### src/rtl/pipe_stage_chain.sv
// In-order pipeline register chain of STAGES slots with valid/allowin handshaking,
// a global flush, and a two-port forwarding/hazard lookup for the ID stage.
module pipe_stage_chain #(
    parameter int DATA_W     = 32,
    parameter int RDC_W      = 5,
    parameter int STAGES     = 3,
    parameter int LATE_STAGE = 1
) (
    input  logic              clk,
    input  logic              rst,
    input  logic              flush,
    input  logic              in_valid,
    output logic              in_allowin,
    input  logic [DATA_W-1:0] in_data,
    input  logic [RDC_W-1:0]  in_rdc,
    input  logic              in_we,
    input  logic              in_late,
    output logic              out_valid,
    input  logic              out_allowin,
    output logic [DATA_W-1:0] out_data,
    output logic [RDC_W-1:0]  out_rdc,
    output logic              out_we,
    input  logic [RDC_W-1:0]  q0_rdc,
    input  logic [RDC_W-1:0]  q1_rdc,
    output logic              q0_hit,
    output logic              q1_hit,
    output logic [DATA_W-1:0] q0_data,
    output logic [DATA_W-1:0] q1_data,
    output logic              q0_block,
    output logic              q1_block,
    output logic [3:0]        occupancy
);

    // Flat views of the slot registers; index 0 is the youngest slot.
    logic [STAGES-1:0]             slot_valid;
    logic [STAGES-1:0]             slot_we;
    logic [STAGES-1:0]             slot_late;
    logic [STAGES-1:0][DATA_W-1:0] slot_data;
    logic [STAGES-1:0][RDC_W-1:0]  slot_rdc;
    logic [STAGES-1:0]             slot_allowin;

    // What each slot would load: the input port for slot 0, the next-younger slot otherwise.
    logic [STAGES-1:0]             up_valid;
    logic [STAGES-1:0]             up_we;
    logic [STAGES-1:0]             up_late;
    logic [STAGES-1:0][DATA_W-1:0] up_data;
    logic [STAGES-1:0][RDC_W-1:0]  up_rdc;

    // Ready ripples from the oldest slot back to the input, so release has no bubble.
    always_comb begin
        slot_allowin = '0;
        slot_allowin[STAGES-1] = !slot_valid[STAGES-1] || out_allowin;
        for (int i = STAGES - 2; i >= 0; i--) begin
            slot_allowin[i] = !slot_valid[i] || slot_allowin[i+1];
        end
    end

    assign in_allowin = slot_allowin[0];

    genvar gi;
    generate
        for (gi = 0; gi < STAGES; gi++) begin : g_slot
            logic              valid_reg;
            logic              we_reg;
            logic              late_reg;
            logic [DATA_W-1:0] data_reg;
            logic [RDC_W-1:0]  rdc_reg;

            if (gi == 0) begin : g_head
                assign up_valid[gi] = in_valid;
                assign up_we[gi]    = in_we;
                assign up_late[gi]  = in_late;
                assign up_data[gi]  = in_data;
                assign up_rdc[gi]   = in_rdc;
            end else begin : g_body
                assign up_valid[gi] = slot_valid[gi-1];
                assign up_we[gi]    = slot_we[gi-1];
                assign up_late[gi]  = slot_late[gi-1];
                assign up_data[gi]  = slot_data[gi-1];
                assign up_rdc[gi]   = slot_rdc[gi-1];
            end

            // Flush only kills the valid bits; stale payload is harmless behind valid=0.
            always_ff @(posedge clk or negedge rst) begin
                if (!rst) begin
                    valid_reg <= 1'b0;
                    we_reg    <= 1'b0;
                    late_reg  <= 1'b0;
                    data_reg  <= '0;
                    rdc_reg   <= '0;
                end else if (flush) begin
                    valid_reg <= 1'b0;
                end else if (slot_allowin[gi]) begin
                    valid_reg <= up_valid[gi];
                    we_reg    <= up_we[gi];
                    late_reg  <= up_late[gi];
                    data_reg  <= up_data[gi];
                    rdc_reg   <= up_rdc[gi];
                end
            end

            assign slot_valid[gi] = valid_reg;
            assign slot_we[gi]    = we_reg;
            assign slot_late[gi]  = late_reg;
            assign slot_data[gi]  = data_reg;
            assign slot_rdc[gi]   = rdc_reg;
        end
    endgenerate

    assign out_valid = slot_valid[STAGES-1];
    assign out_data  = slot_data[STAGES-1];
    assign out_rdc   = slot_rdc[STAGES-1];
    assign out_we    = slot_we[STAGES-1];

    logic [1:0]             q_hit;
    logic [1:0]             q_block;
    logic [1:0][DATA_W-1:0] q_data;

    generate
        for (gi = 0; gi < 2; gi++) begin : g_query
            logic [RDC_W-1:0]  q_rdc;
            logic [STAGES-1:0] match;
            logic              hit;
            logic              block;
            logic [DATA_W-1:0] data;

            assign q_rdc = (gi == 0) ? q0_rdc : q1_rdc;

            // Register 0 is hard-wired zero and never needs a bypass.
            always_comb begin
                match = '0;
                for (int j = 0; j < STAGES; j++) begin
                    match[j] = slot_valid[j] && slot_we[j] &&
                               (slot_rdc[j] == q_rdc) && (q_rdc != '0);
                end
            end

            // Scan oldest to youngest so the youngest match overwrites older ones.
            always_comb begin
                hit   = 1'b0;
                block = 1'b0;
                data  = '0;
                for (int j = STAGES - 1; j >= 0; j--) begin
                    if (match[j]) begin
                        hit   = 1'b1;
                        data  = slot_data[j];
                        block = slot_late[j] && (j < LATE_STAGE);
                    end
                end
            end

            assign q_hit[gi]   = hit;
            assign q_block[gi] = block;
            assign q_data[gi]  = data;
        end
    endgenerate

    assign q0_hit   = q_hit[0];
    assign q1_hit   = q_hit[1];
    assign q0_block = q_block[0];
    assign q1_block = q_block[1];
    assign q0_data  = q_data[0];
    assign q1_data  = q_data[1];

    always_comb begin
        occupancy = '0;
        for (int i = 0; i < STAGES; i++) begin
            occupancy = occupancy + 4'(slot_valid[i]);
        end
    end

endmodule

### config.mk
export PLATFORM = sky130hd
export DESIGN_NAME = pipe_stage_chain
export DESIGN_NICKNAME = d
export VERILOG_FILES = /design/src/rtl/pipe_stage_chain.sv
export SDC_FILE = /design/constraint.sdc
export NUM_CORES = 1
export LEC_CHECK = 0
export ABC_AREA = 1
export CELL_PAD_IN_SITES_DETAIL_PLACEMENT = 0
export CELL_PAD_IN_SITES_GLOBAL_PLACEMENT = 1
export CORE_AREA = 2 2 142 144
export DETAILED_ROUTE_END_ITERATION = 12
export DIE_AREA = 0 0 144 146
export GPL_ROUTABILITY_DRIVEN = 0
export GPL_TIMING_DRIVEN = 0
export PLACE_DENSITY_LB_ADDON = 0.1
export SYNTH_ARGS = -nofsm -noshare
export SYNTH_HDL_FRONTEND = slang
export SYNTH_SLANG_ARGS = --single-unit
### constraint.sdc
create_clock -name clk -period 3 [get_ports clk]
set_input_delay 0.6 -clock clk [delete_from_list [all_inputs] [get_ports clk]]
set_output_delay 0.6 -clock clk [all_outputs]
set_load 0.02 [all_outputs]
==> results.yml <==
final_layout:
  syn2layout_area_growth_pct: 36.14
  final_nets: 1383
  final_util: 0.5290
  layout.cells.non_filler: 1606
  multi_input_area_um2: 3592
  regArea_um2: 2953
  fin_area_um2: 10230
  fill_cells: 1988
  drive_gt1_frac: 0.1201
  antenna_cells: 0
  largest_register_ffs: 64
placed_design:
  dp.cells: 1566
  post_dp_cell_area_um2: 9508
  place_ws_ps: -605.7
  hpwl_um: 17940
  port_buffers: 163
setup_path:
  crit_required_ps: 2400
  max_stage_delay_ps: 340
  cp_cell_sequence: "dlygate4sd2_1, xnor2_1, nand2_1, nor2_4, buf_4, nand2_4, buf_2, nand2_1, nand2_1, nand2_1, dlygate4sd2_1"
  worst_setup_path_end_kind: "output pin"
  worstPathMaxFanout: 10
  slowest_stage: "dlygate4sd2_1"
  criticalPathCategory: "in -> out"
  ff2ff_setup_slack_ps: 970
  worstPathArrival_ps: 2370
  timing.critical_path.mode_cell: "nand2_1"
  worstSetupStartpointType: "input port"
global_route:
  antenna_found_initial: 0
  grt_overflow: 0
  grt_pass1_vias: 7357
  grt_usage: 0.2536
  grt_first_pass_wirelength_um: 41010
  grt_max_degree: 68
detailed_routing:
  firstDrtPassIters: 6
  met2RoutedLength_um: 12450
  drt-met1-wl_um: 12170
  vias: 7784
  wl_met3_um: 1579
  via_per_inst: 4.847
  drt-initial-drc-count: 598
  routedWlPerCell_um: 16.49
  highest_layer: "met4"
  drt-total-wl_um: 26480
  drc: 0
  ant_nets: 0
timing:
  fin_crit_ps: 2969
  skew_ps: 9.518
  worst_pin_slew_ps: 696.4
  worst_slack_ps: 31.05
  setup_tns_ps: 0
  hold_viol_final: 0
  final_max_slew_viol_count: 0
  setup_viol: 0
  rsz0062_at_grt: "true"
  relSlewSlack: 0.5358
  fmax_mhz: 336.8
  period_share: 0.9897
  whs_ps: 134.6
synthesis:
  synth_cells: 1136
  ys_types: 30
  async_reset_ff_frac: 1.000
  yosys_warnings: 0
  yosysTopAreaCell: "dfrtp_1"
  synth_most_common_cell: "nand2_1"
  seq_area_frac_synth: 0.3931
  synth_edf_count: 0
  ys.flop_type: "dfrtp_1"
  synth_area_leaders: "dfrtp_1 (39%), nand2_1 (23%), nand3_1 (8.9%)"
  ys_seq_elements: 118
  ys_top_cells_by_count: "nand2_1 (460), nand3_1 (134), inv_1 (128)"
  synth_top_area_frac: 0.3931
  avgSynthCellArea_um2: 6.613
  synth_area_um2: 7512
cts:
  cts_tree: "yes"
  hold_buffers: 0
  htreeDepth: 4
  cts_root_buffer: "clkbuf_16"
  cts_buffers: 17
  clkTransAtPathRegs_ps: 50
  worstSkewPairLatency_ps: 420
  cts_sinks: 118
  clk_path_buf_depth: 2
status:
  status: "completed"
floorplan:
  rows: 51
  die_area_um2: 21020
  design.core.area_um2: 19330
  io_pins: 166
  start_util: 0.3885
  fp.dieH_um: 146
  die_w_um: 144
power_and_ir_drop:
  vdd_drop_max_mv: 0.4280
  p_leak_nw: 5.642
  p_total_mw: 5.147
  power_density_nw_per_um2: 503.3
flow_run:
  cap_viol_max_count: 0
worst_hold_path:
  hp-class: "in -> async"
[placed cells by master (no fill, tap or decap), types with 4 or more instances in the layout]
| cell type | n |
|---|---|
| nand2_1 | 460 |
| nand3_1 | 134 |
| inv_1 | 128 |
| dfrtp_1 | 118 |
| clkdlybuf4s50_1 | 84 |
| o21ai_0 | 68 |
| a21oi_1 | 43 |
| nor2_1 | 43 |
| dlygate4sd2_1 | 34 |
| clkdlybuf4s15_1 | 25 |
| buf_4 | 23 |
| buf_6 | 22 |
| buf_2 | 21 |
| clkbuf_16 | 17 |
| clkbuf_2 | 14 |
| inv_2 | 11 |
| xnor2_1 | 11 |
| clkbuf_1 | 11 |
| clkinv_1 | 10 |
| nor2_4 | 9 |
| nand3_2 | 8 |
| nand4_1 | 4 |
| nor2_2 | 4 |
| nand2_4 | 4 |
| bufinv_16 | 4 |
[worst max-delay path: cells and delay by family]
kind | cells | cell delay, ps
xor gates and xnor gates | 1 | 170
buffers and inverters | 4 | 990
and+or+nand+nor | 6 | 590
[worst paths after layout]
path                                                to                  start  cells past startpoint
worst max-delay path                       q1_data[21]              q1_rdc[4]                     11
worst min-delay path                      out_data[27]                    rst                      1
worst max register to register  g_slot[0].data_reg[31]              out_valid                      9
worst min register to register   g_slot[1].data_reg[8]  g_slot[1].data_reg[8]                      2
max in group asynchronous        g_slot[1].data_reg[5]                    rst                      2
min in group clk                 g_slot[1].data_reg[8]  g_slot[1].data_reg[8]                      2
[final cells by class]
type | count | area share
clock inverters | 8 | 0.01419
repair buffers | 173 | 0.1579
clock buffers | 24 | 0.04710
flip-flops and latches | 118 | 0.2887
multi-input cells | 799 | 0.3512
plain buffers | 68 | 0.05248
inverters | 151 | 0.05591
well taps | 265 | 0.03242
[layer usage]
metal,GRT usage,up-vias
met5,0,-
met4,0.04951,0
met3,0.04804,20
met2,0.4064,247
met1,0.3590,3641
li1,-,3876
[logic make-up after synthesis]
family | synth area share
buf+inv | 0.1342
compound gates | 0.07828
simple gates | 0.3769
other cells | 0.0004992
flops | 0.3931
fa+ha+maj | 0.002665
mux | 0.001499
xor+xnor | 0.01282
[power breakdown]
group | switching, mW | leakage [nW] | total (mW) | internal (mW)
logic | 0.599 | 3.95 | 0.995 | 0.396
clock network | 0.747 | 0.300 | 2.20 | 1.45
registers | 0.175 | 1.39 | 1.95 | 1.78
[timing repair]
action / CTS / global route
pin swaps: 7 / 5
setup endpoints to repair: 69 / 54
gates resized for setup: 122 / 69
gates cloned: 1 / 0
setup buffers: 7 / 1
No activity file was read; power rests on OpenSTA's default activity.
